===== src/rtl/vx_commit_counters.sv =====
// vx_commit_counters: the core's 64-bit mcycle and minstret counters.
// They are fed by the commit stage's per-cycle summary and exposed to the
// CSR unit as four 32-bit halves. Each counter has a hi-half shadow so that
// a lo read followed by a hi read returns one coherent 64-bit value.
//
// Read handshake: csr_rd_req is accepted every cycle, because there is no
// ready signal. A request in cycle N sets csr_rd_valid high in cycle N+1,
// together with csr_rd_data. The data is the counter value at the start of
// cycle N. csr_rd_valid stays high for exactly one cycle per request.
// A request made while reset is high is discarded.
module vx_commit_counters #(
  parameter int NUM_THREADS = 4,
  parameter int NUM_SOURCES = 5,
  parameter int SIZE_W      = $clog2(NUM_SOURCES * NUM_THREADS + 1)
) (
  input  logic              clk,
  input  logic              reset,
  input  logic              cmt_valid,
  input  logic [SIZE_W-1:0] cmt_size,
  input  logic [1:0]        inhibit,
  input  logic              csr_wr_valid,
  input  logic [1:0]        csr_wr_sel,
  input  logic [31:0]       csr_wr_data,
  input  logic              csr_rd_req,
  input  logic [1:0]        csr_rd_sel,
  output logic              csr_rd_valid,
  output logic [31:0]       csr_rd_data,
  output logic [63:0]       instret_out
);

  logic [63:0] mcycle;
  logic [63:0] minstret;
  logic [31:0] cy_shadow;
  logic [31:0] ir_shadow;
  logic        cy_snap_vld;
  logic        ir_snap_vld;

  logic [63:0] mcycle_next;
  logic [63:0] minstret_next;
  logic [31:0] rd_mux;
  logic        wr_cy;
  logic        wr_ir;
  logic        rd_cy_lo;
  logic        rd_cy_hi;
  logic        rd_ir_lo;
  logic        rd_ir_hi;

  assign wr_cy    = csr_wr_valid && !csr_wr_sel[1];
  assign wr_ir    = csr_wr_valid &&  csr_wr_sel[1];
  assign rd_cy_lo = csr_rd_req && (csr_rd_sel == 2'd0);
  assign rd_cy_hi = csr_rd_req && (csr_rd_sel == 2'd1);
  assign rd_ir_lo = csr_rd_req && (csr_rd_sel == 2'd2);
  assign rd_ir_hi = csr_rd_req && (csr_rd_sel == 2'd3);

  // Next counter values: a CSR write replaces one half and blocks that counter's increment.
  always_comb begin
    mcycle_next   = mcycle;
    minstret_next = minstret;
    if (wr_cy) begin
      if (csr_wr_sel[0]) mcycle_next[63:32] = csr_wr_data;
      else               mcycle_next[31:0]  = csr_wr_data;
    end else if (!inhibit[0]) begin
      mcycle_next = mcycle + 64'd1;
    end
    if (wr_ir) begin
      if (csr_wr_sel[0]) minstret_next[63:32] = csr_wr_data;
      else               minstret_next[31:0]  = csr_wr_data;
    end else if (cmt_valid && !inhibit[1]) begin
      minstret_next = minstret + {{(64-SIZE_W){1'b0}}, cmt_size};
    end
  end

  // Read mux on pre-update state; a hi half reads the shadow while a snapshot is pending.
  always_comb begin
    rd_mux = 32'd0;
    case (csr_rd_sel)
      2'd0: rd_mux = mcycle[31:0];
      2'd1: rd_mux = cy_snap_vld ? cy_shadow : mcycle[63:32];
      2'd2: rd_mux = minstret[31:0];
      2'd3: rd_mux = ir_snap_vld ? ir_shadow : minstret[63:32];
      default: rd_mux = 32'd0;
    endcase
  end

  // Counter registers.
  always_ff @(posedge clk) begin
    if (reset) begin
      mcycle   <= 64'd0;
      minstret <= 64'd0;
    end else begin
      mcycle   <= mcycle_next;
      minstret <= minstret_next;
    end
  end

  // Snapshot state: a lo read arms the shadow, a hi read consumes it, a write to the counter cancels it.
  always_ff @(posedge clk) begin
    if (reset) begin
      cy_shadow   <= 32'd0;
      ir_shadow   <= 32'd0;
      cy_snap_vld <= 1'b0;
      ir_snap_vld <= 1'b0;
    end else begin
      if (rd_cy_lo) cy_shadow <= mcycle[63:32];
      if (rd_ir_lo) ir_shadow <= minstret[63:32];
      if (wr_cy)         cy_snap_vld <= 1'b0;
      else if (rd_cy_lo) cy_snap_vld <= 1'b1;
      else if (rd_cy_hi) cy_snap_vld <= 1'b0;
      if (wr_ir)         ir_snap_vld <= 1'b0;
      else if (rd_ir_lo) ir_snap_vld <= 1'b1;
      else if (rd_ir_hi) ir_snap_vld <= 1'b0;
    end
  end

  // Registered read response, one cycle after the request.
  always_ff @(posedge clk) begin
    if (reset) begin
      csr_rd_valid <= 1'b0;
      csr_rd_data  <= 32'd0;
    end else begin
      csr_rd_valid <= csr_rd_req;
      if (csr_rd_req) csr_rd_data <= rd_mux;
    end
  end

  assign instret_out = minstret;

endmodule


===== config.mk =====
export PLATFORM = sky130hd
export DESIGN_NAME = vx_commit_counters
export DESIGN_NICKNAME = d
export VERILOG_FILES = /design/src/rtl/vx_commit_counters.sv
export SDC_FILE = /design/constraint.sdc
export NUM_CORES = 1
export LEC_CHECK = 0
export BUFFER_PORTS_ARGS = -buffer_cell sky130_fd_sc_hd__buf_2
export CAP_MARGIN = 20
export CORE_MARGIN = 4
export CORE_UTILIZATION = 25
export DETAILED_ROUTE_END_ITERATION = 7
export PLACE_DENSITY = 0.52
export RECOVER_POWER = 50
export SYNTH_ARGS = -nofsm -noshare
export SYNTH_HDL_FRONTEND = slang
export SYNTH_SLANG_ARGS = --single-unit

===== constraint.sdc =====
create_clock -name clk -period 2.5 [get_ports clk]
set_input_delay 0.25 -clock clk [delete_from_list [all_inputs] [get_ports clk]]
set_output_delay 0.25 -clock clk [all_outputs]
set_load 0.05 [all_outputs]

==> metrics.csv, run 1 <==
stage,metric,value,unit
detailed_routing,WL met1,30.75,mm
synth,fraction of registers with async set/reset,0,%
timing,fin. max-slew vios,0,
synth,net count after synthesis,2025,
synth,Synth Area in Adders,0.6649,%
setup_path,CP Data Arrival Time,2.84,ns
synth,Synth top cells by count,"251 x nand2_1, 227 x dfxtp_1, 221 x a21oi_1, 176 x nor2_1, 175 x clkbuf_1",
power,Clock Power Share,42.6,%
layout,"Area growth, synth to finish",27.39,%
detailed_routing,total number of vias,17500,
synth,post-synth cell types,70,
cts,CTS tree,done,
power,Pwr Total,10910,uW
die,core area,56500,um2
synth,"area leader, netlist",dfxtp_1,
global_routing,total grt overflow,0,
synth,sequential area share after synthesis,31.77,%
global_routing,gr usage total,24.39,%
power,Sw Share,33.18,%
setup_path,CP endpoint kind,flop,
timing,skew final,0.007825,ns
timing,Tcrit/Tclk final,96.84,%
timing,Max-slew headroom,0.3027,%
die,Initial Util,25.32,%
detailed_routing,WL final,78.21,mm
setup_path,CP max-delay cell,or4_1,
die,Chip Height,247.2,um
timing,Setup TNS,0,ns
synth,Synth Area in XOR/XNOR,0.1225,%
detailed_routing,Detail Route met3 WL,6.797,mm
detailed_routing,WL met2,34.40,mm
synth,mux cell area share after synthesis,5.992,%
synth,Syn Std Cell Area,14300,um2
place,number of buffers added on ports,144,
global_routing,largest net degree at the start of global routing,107,
synth,syn_area_per_cell,7.260,um2
synth,number of enable flip-flop cells after synthesis,0,
detailed_routing,via/cell ratio,5.870,
power,leakage power,0.006221,uW
cts,clock transition at the registers of the reported paths,0.06,ns
setup_path,CP peak stage delay,0.62,ns
global_routing,initial antenna violation count,6,
place,gp weighted congestion,1.007,
timing,Fin. Hold Viols,0,
detailed_routing,drt wl/cell,26.24,um
synth,"Top FF cell, synth",dfxtp_1,
timing,max frequency,413.0,MHz
power,P_sw,3621,uW
cts,insertion delay to the later sink of the worst-skew pair,0.59,ns
timing,unrepaired setup endpoints after global routing,no,
synth,Yosys top cell area share,31.77,%
cts,H-tree Lvls,1,
synth,Post-Syn Instances,1970,
power,Max VDD drop,0.5600,mV
power,combinational share of power,20.9,%
cts,Root Buffer,clkbuf_16,
synth,number of synthesized register bits,227,
outcome,failing checks,max-capacitance violations,
power,Cell Pwr Density,598.9,nW/um2
synth,most frequent cell after synthesis,nand2_1,
timing,final setup fails,0,
detailed_routing,drt drc,0,
die,I/O Pins,145,
global_routing,first-pass GRT wire length,111.6,mm
setup_path,Worst Setup Start Kind,flop,
place,detailed placement HPWL,59.10,mm
synth,simple-gate share of the synthesized area,30.38,%
min_path,Hold Path Class,primary input to flop,
global_routing,vias in the first global route,16250,
layout,Final #Nets,2256,
timing,minimum clock period,2.421,ns
power,internal power,7291,uW
setup_path,CP cell instances,ha_1 > nand4_1 > clkbuf_1 > or4_1 > nor3_1 > mux2i_1 > a211oi_1,
cts,CTS Sinks,227,
die,# rows,87,
outcome,run status,"finished, violations left",
die,Die X,247.2,um
detailed_routing,post-route ant nets,0,
detailed_routing,DR top layer,met5,
detailed_routing,initial drt markers,2207,
cts,CTS buffer count,29,
setup_path,critical path class,flop to flop,
detailed_routing,DRT Pass-1 Iters,5,
synth,synth top area cells,"dfxtp_1 32%, a21oi_1 7.7%, nand2_1 6.6%",
synth,warnings from Yosys,0,
layout,share of cells above drive strength 1,18.26,%
power,Reg power frac,36.5,%
cts,clock buffer depth,3,
run,Max-cap violations,1,
die,Die ar.,61100,um2
synth,main combinational cell family by area after synthesis,simple AND/OR/NAND/NOR gates,
setup_path,worst-path fanout max,6,
timing,actual slew at the worst max-slew pin,1.495,ns
setup_path,Worst Path Required,2.92,ns
synth,Synth Area in Compound Gates,25.22,%
[sequential cells by signal, indices dropped and copies added, names as in the netlist]
register and cells:
mcycle 64, csr_rd_data 32, cy_snap_vld 1, cy_shadow 32, ir_shadow 32, ir_snap_vld 1
instret_out 64, csr_rd_valid 1
[path summary, 6_finish.rpt]
| check | slack (ns) | cells after the start | end | startpoint |
|---|---|---|---|---|
| hold reg to reg | 0.45 | 2 | cy_shadow[12] | cy_shadow[12] |
| setup / recovery | 0.08 | 7 | mcycle[32] | mcycle[1] |
| setup reg to reg | 0.08 | 7 | mcycle[32] | mcycle[1] |
| hold / removal | 0.02 | 3 | instret_out[1] | csr_wr_data[1] |
[routing by layer]
metal	GRT usage (%)	up-vias
met5	0	-
met4	15.70	2
met3	3.763	271
met2	38.43	1040
met1	31.01	8337
li1	-	7848
[per-stage QoR]
stage               util (%)  area, um2  setup WS, ns  cells  hold WS, ns
floorplan                  -      14310     0.0001639   1970       0.3860
global placement       30.48      17220       0.03116   2921       0.4410
detailed placement     30.48      17220       0.02293   2921       0.4478
CTS                    32.38      18300      0.001249   2977     0.008275
global route           32.24      18220       0.01197   2979      0.03386
finish                 32.25      18220       0.07890   2981      0.01710
[layout make-up]
type	count	area [um2]
Antenna cell	2	5.005
Clock buffer	41	840.8
Clock inverter	12	202.7
Fill cell	6052	38280
Inverter	19	71.32
Multi-Input combinational cell	1524	8991
Sequential cell	227	4559
Tap cell	756	945.9
Timing Repair Buffer	400	2604
[worst max-delay path, delay by kind of cell (launching register included)]
kind,cells,cell delay (ns)
adders and majority gates,1,0.25
AOI/OAI and AO/OA,1,0.10
muxes,1,0.27
buffers and inverters,1,0.24
DFF,1,0.40
and+or+nand+nor,3,0.98
[timing repair]
item | in CTS | in global routing
resized for setup | 0 | 11
endpoints found under the setup margin | 0 | 12
buffers inserted | 0 | 1
hold buffers | 3 | 0
hold endpoints to repair | 7 | 0
[placed cells by master, fill, tap and decap left out, types with 38 or more instances in the layout]
master / Yosys / layout
o21ai_0: 57 / 56
clkbuf_1: 175 / 96
a211oi_1: 80 / 80
buf_4: 0 / 240
buf_2: 9 / 55
nand3_1: 95 / 95
nand2_1: 251 / 250
a31oi_1: 47 / 47
nor4_1: 51 / 49
dfxtp_1: 227 / 215
and3_1: 40 / 40
mux2i_1: 80 / 80
nor2_1: 176 / 176
a21oi_1: 221 / 217
nand4_1: 69 / 69
nor3_1: 39 / 38
[power by group through the flow]
stage	Sequential, uW	Combinational, uW	Clock, uW
2_1_floorplan	4370	922	0
3_3_place_gp	4050	2240	0
3_5_place_dp	4060	2250	0
4_1_cts	3980	2260	4710
5_1_grt	4000	2390	4840
6_report	3990	2280	4650
[logic make-up after synthesis]
kind of cell,Yosys count
and+or+nand+nor,865
AOI/OAI and AO/OA,565
DFF,227
buffers and inverters,219
muxes,85
adders and majority gates,7
xor gates and xnor gates,2
Note: power is estimated with default switching activity, not from simulation.
==> run 2, diff against run 1 <==
CORE_ASPECT_RATIO = 1.25   (was unset)
==> run 2 against run 1 <==
- the flow now finishes without violations
- global-route usage about the same
- count of clock-buffer cells in the layout shrank 7
- non-clock buffer count fell by 7
- register-to-register slack worse by 0.02 ns
- via count is essentially flat
- critical endpoint is now mcycle[58]
- cell count down 0.74%
==> metrics.csv, run 2 (synthesis results as in run 1) <==
stage,metric,value,unit
detailed_routing,initial drt markers,2029,
cts,H-tree Lvls,1,
layout,Finished Layout Cells,2959,
min_path,Hold Path Class,primary input to flop,
timing,max frequency,409.1,MHz
layout,"most common cell after layout, fill and taps aside",nand2_1,
timing,Max-slew headroom,8.362,%
cts,CTS tree,done,
detailed_routing,drt wl/cell,26.74,um
place,dpl cells,2902,
layout,most frequent cells in the layout,"250 x nand2_1, 235 x buf_4, 218 x a21oi_1, 216 x dfxtp_1, 176 x nor2_1",
power,combinational share of power,20.9,%
timing,Setup TNS,0,ns
detailed_routing,post-route ant nets,0,
timing,fin. max-slew vios,0,
run,Max-cap violations,0,
layout,"Area growth, synth to finish",26.54,%
detailed_routing,WL final,79.12,mm
timing,Tcrit/Tclk final,97.77,%
power,internal power,7251,uW
detailed_routing,via/cell ratio,5.909,
die,Die ar.,61130,um2
die,Initial Util,25.40,%
global_routing,vias in the first global route,16400,
die,Chip Height,275.4,um
place,gp weighted congestion,1.008,
layout,fin util,32.14,%
global_routing,total grt overflow,0,
setup_path,Worst Path Required,3.02,ns
cts,clock transition at the registers of the reported paths,0.06,ns
detailed_routing,drt drc,0,
power,Reg power frac,36.6,%
power,Clock Power Share,42.5,%
cts,Root Buffer,clkbuf_16,
die,core area,56310,um2
power,Max VDD drop,0.6015,mV
timing,Fin. Hold Viols,0,
die,# rows,97,
detailed_routing,DRT Pass-1 Iters,5,
setup_path,CP max-delay cell,nor4_1,
cts,CTS buffer count,28,
setup_path,critical path class,flop to flop,
setup_path,CP Data Arrival Time,2.96,ns
setup_path,CP cell instances,nand4_1 > buf_4 > nor4_1 > nand3_1 > or4_1 > a31oi_1,
place,pre-CTS setup slack,0.04841,ns
timing,final setup fails,0,
setup_path,Worst Setup Start Kind,flop,
global_routing,first-pass GRT wire length,112.7,mm
timing,actual slew at the worst max-slew pin,1.375,ns
layout,Final #Nets,2248,
setup_path,worst-path fanout max,7,
die,I/O Pins,145,
power,leakage power,0.006210,uW
timing,unrepaired setup endpoints after global routing,no,
outcome,run status,completed,
setup_path,CP endpoint kind,flop,
power,Cell Pwr Density,602.4,nW/um2
timing,final hold slack,0.04097,ns
place,number of buffers added on ports,144,
cts,insertion delay to the later sink of the worst-skew pair,0.59,ns
timing,PnR worst setup slack,0.05563,ns
global_routing,largest net degree at the start of global routing,67,
layout,share of cells above drive strength 1,18.37,%
global_routing,initial antenna violation count,6,
power,P_sw,3652,uW
global_routing,gr usage total,24.40,%
cts,clock buffer depth,3,
timing,skew final,0.02032,ns
cts,CTS Sinks,227,
power,Sw Share,33.49,%
setup_path,CP peak stage delay,0.65,ns
die,Die X,221.9,um
detailed_routing,total number of vias,17480,
timing,minimum clock period,2.444,ns
place,detailed placement HPWL,59.48,mm
-- run 2: cell types whose count changed in the layout (fill, tap and decap cells not counted), moves of 2 or more --
cell | previous run | this run
a2111oi_0 | 2 | 5
a2111oi_1 | 2 | 0
buf_2 | 55 | 63
buf_4 | 240 | 235
clkbuf_1 | 96 | 83
clkbuf_2 | 4 | 6
clkbuf_8 | 7 | 5
clkinv_2 | 5 | 8
clkinv_4 | 0 | 2
dlygate4sd3_1 | 3 | 1
nor4_1 | 49 | 51
nor4_2 | 2 | 0
-- run 2: path summary, 6_finish.rpt --
check | startpoint | to | slack [ns] | depth (start not counted)
hold / removal | csr_wr_data[1] | mcycle[1] | 0.04 | 3
setup / recovery | mcycle[27] | mcycle[58] | 0.06 | 6
hold reg to reg | cy_shadow[24] | cy_shadow[24] | 0.45 | 2
setup reg to reg | mcycle[27] | mcycle[58] | 0.06 | 6
-- run 2: power groups by stage --
stage / sequential [uW] / combinational, uW / clock (uW)
final: 3990 / 2280 / 4630
after CTS: 3980 / 2270 / 4690
after detailed placement: 4060 / 2260 / 0
after floorplan: 4370 / 922 / 0
after global placement: 4060 / 2250 / 0
after global routing: 4000 / 2380 / 4830
-- run 2: final cells by class --
cell class | count | area, um2
fill | 6120 | 38220
inverter | 19 | 71.32
clock buffer | 34 | 773.2
antenna | 2 | 5.005
clock inverter | 18 | 261.5
sequential | 227 | 4558
tap | 742 | 928.4
multi-input combinational | 1524 | 8962
timing repair buffer | 393 | 2539
-- run 2: critical path, delay by kind of cell (launching register included) --
family / cells / cell delay (ns)
flops: 1 / 0.34
simple gates: 4 / 1.68
buf+inv: 1 / 0.21
compound gates: 1 / 0.17
-- run 2: what timing repair did --
action	in CTS	in global routing
hold buffers	1	0
endpoints found under the setup margin	0	3
buffers inserted	0	1
hold endpoints to repair	1	0
gates resized for setup	0	1
-- run 2: metal layers --
layer  vias to the layer above  part of all wire (%)  track usage [%]
met2                       973                    45            40.30
met3                       288                   7.9            3.553
li1                       7831                     -                -
met4                         4                    11            21.55
met5                         -                 0.035                0
met1                      8388                    36            27.55
-- run 2: metrics by stage --
stage / total power [uW] / cell area, um2
5_1_grt: 11210 / 18100
2_1_floorplan: 5288 / 14310
4_1_cts: 10930 / 18210
6_report: 10900 / 18100
3_3_place_gp: 6302 / 17170
3_5_place_dp: 6318 / 17170
==> run 3, diff against run 2 <==
ABC_AREA = 1   (was unset)
PLACE_DENSITY = 0.5   (was 0.52)
SLEW_MARGIN = 25   (was unset)
clock period = 3.07 ns   (was 2.5 ns; I/O delays follow)
==> run 3 against run 2 <==
- worst setup slack better by 0.40 ns
- the run now ends with max-capacitance violations, max-slew violations left
- critical path type is now primary input to flop
- global-route usage fell by 2.8 points
- non-clock buffer count decreased by 215
==> metrics.csv, run 3 <==
stage,metric,value,unit
timing,Setup TNS,0,ns
power,Pwr Total,8309,uW
timing,unrepaired setup endpoints after global routing,no,
layout,"Area growth, synth to finish",15.49,%
setup_path,worst-path fanout max,51,
synth,Post-Syn Instances,2394,
cts,H-tree Lvls,1,
detailed_routing,via/cell ratio,5.120,
die,Chip Height,277.2,um
global_routing,largest net degree at the start of global routing,93,
global_routing,initial antenna violation count,0,
detailed_routing,total number of vias,16680,
timing,max frequency,382.1,MHz
layout,Final #Nets,2542,
timing,Tcrit/Tclk final,85.26,%
detailed_routing,Detail Route met3 WL,3.221,mm
layout,# fillers,6474,
detailed_routing,DRT Pass-1 Iters,5,
cts,clock transition at the registers of the reported paths,0.06,ns
synth,"area leader, netlist",dfxtp_1,
layout,diode count,0,
detailed_routing,WL met1,27.83,mm
setup_path,critical path class,primary input to flop,
die,Die ar.,61920,um2
die,Initial Util,25.31,%
place,pre-CTS setup slack,0.7048,ns
min_path,Hold Path Class,primary input to flop,
detailed_routing,post-route ant nets,0,
setup_path,CP max-delay cell,clkbuf_1,
power,Max VDD drop,0.4169,mV
cts,CTS buffer count,27,
setup_path,Worst Path Required,3.51,ns
synth,net count after synthesis,2449,
synth,Synth top cells by count,"559 x nand2_1, 402 x nor2_1, 291 x o21ai_0, 264 x a21oi_1, 227 x dfxtp_1",
place,gp weighted congestion,0.9613,
timing,PnR worst setup slack,0.4526,ns
synth,fraction of registers with async set/reset,0,%
synth,synth top area cells,"dfxtp_1 31%, nand2_1 14%, nor2_1 10%",
setup_path,CP cell instances,clkbuf_1 > clkinv_1 > clkbuf_1 > nor2_1 > buf_12 > o21ai_0 > a21oi_1,
synth,syn_area_per_cell,6.055,um2
die,# rows,98,
setup_path,Most common cell on crit path,clkbuf_1,
synth,"Top FF cell, synth",dfxtp_1,
detailed_routing,WL final,70.34,mm
cts,CTS tree,done,
layout,fin util,29.24,%
layout,most frequent cells in the layout,"559 x nand2_1, 400 x nor2_1, 291 x o21ai_0, 264 x a21oi_1, 227 x dfxtp_1",
outcome,failing checks,"max-capacitance violations, max-slew violations",
outcome,run status,"finished, violations left",
detailed_routing,drt drc,0,
timing,actual slew at the worst max-slew pin,1.778,ns
cts,"Setup Fix Bufs, Post-CTS",0,
synth,Yosys top cell area share,31.35,%
die,I/O Pins,145,
timing,fin. max-slew vios,78,
detailed_routing,drt wl/cell,21.60,um
synth,warnings from Yosys,0,
global_routing,gr usage total,21.60,%
synth,number of enable flip-flop cells after synthesis,0,
synth,sequential area share after synthesis,31.35,%
cts,insertion delay to the later sink of the worst-skew pair,0.56,ns
setup_path,CP peak stage delay,1.26,ns
setup_path,worst path bufs/invs,4,
timing,Max-slew headroom,-18.56,%
global_routing,vias in the first global route,15960,
run,Max-cap violations,2,
die,Die X,223.4,um
cts,CTS Hold Bufs,0,
detailed_routing,WL met2,35.15,mm
place,detailed placement HPWL,54.59,mm
setup_path,CP Data Arrival Time,3.06,ns
die,core area,57260,um2
synth,Syn Std Cell Area,14500,um2
layout,share of cells above drive strength 1,8.456,%
power,Cell Pwr Density,496.3,nW/um2
timing,skew final,0.01774,ns
cts,post-CTS sizing,0,
detailed_routing,initial drt markers,1316,
synth,most frequent cell after synthesis,nand2_1,
cts,Root Buffer,clkbuf_16,
setup_path,Crit path max-delay family,buffers and inverters,
timing,minimum clock period,2.617,ns
power,leakage power,0.006377,uW
place,number of buffers added on ports,144,
place,placed cell areas,16010,um2
setup_path,Worst Setup Start Kind,primary input,
layout,"most common cell after layout, fill and taps aside",nand2_1,
global_routing,first-pass GRT wire length,102.8,mm
detailed_routing,DR top layer,met4,
layout,"Design Area, Final",16740,um2
synth,number of synthesized register bits,227,
global_routing,total grt overflow,0,
setup_path,CP endpoint kind,flop,
synth,post-synth cell types,40,
timing,final setup fails,0,
cts,clock buffer depth,3,
timing,Fin. Hold Viols,0,
cts,CTS Sinks,227,
[run 3: cell types whose count changed in the layout (fill, tap and decap cells not counted), moves of 33 or more]
cell / change
a211oi_1: -76
nand4_1: -46
a31oi_1: -44
a21oi_1: +46
and3_1: -40
inv_1: +178
nor4_1: -50
xor2_1: +33
nor2_1: +224
buf_4: -208
o21ai_0: +234
mux2i_1: -80
nand2_1: +309
[run 3: per-stage QoR]
stage	instances	hold WS, ns
final	3257	0.09483
after global routing	3257	0.07652
after CTS	3257	0.07215
after detailed placement	3208	0.4420
after global placement	3208	0.4386
after floorplan	2394	0.3855
[run 3: worst paths after layout]
path	startpoint	endpoint	slack (ns)	cells after the start
worst min-delay path	csr_wr_data[0]	instret_out[0]	0.09	3
worst min register to register	ir_shadow[17]	ir_shadow[17]	0.45	2
worst max register to register	instret_out[0]	instret_out[44]	0.76	10
worst max-delay path	csr_rd_req	cy_shadow[13]	0.45	7
[run 3: cell families after synthesis]
group / count (synthesis) / share of synthesized area, %
and+or+nand+nor: 1162 / 33.12
AOI/OAI and AO/OA: 627 / 23.26
buffers and inverters: 319 / 8.468
DFF: 227 / 31.35
xor gates and xnor gates: 52 / 3.142
adders and majority gates: 7 / 0.6560
[run 3: layout make-up]
| type | count | area, um2 | share of cell area [%] |
|---|---|---|---|
| Multi-Input combinational cell | 1848 | 8733 | 52.17 |
| Clock buffer | 43 | 805.8 | 4.813 |
| Tap cell | 750 | 938.4 | 5.605 |
| Sequential cell | 227 | 4544 | 27.14 |
| Inverter | 205 | 772.0 | 4.611 |
| Clock inverter | 6 | 40.04 | 0.2392 |
| Timing Repair Buffer | 178 | 907.1 | 5.419 |
[run 3: report_power, final]
| part | total, uW | switching (uW) | internal [uW] |
|---|---|---|---|
| logic | 1600 | 1190 | 407 |
| registers | 3500 | 341 | 3160 |
| clock network | 3200 | 1410 | 1790 |
| total | 8310 | 2950 | 5360 |
[run 3: tightest hold or removal path: stages]
cell and delay [ns]:
buf_2 0.14, nand2_1 0.07, a31oi_1 0.07
[run 3: per-layer routing]
metal,global-route usage [%],up-vias
li1,-,8034
met1,25.44,7914
met2,38.89,584
met3,2.173,145
met4,10.59,0
met5,0,-
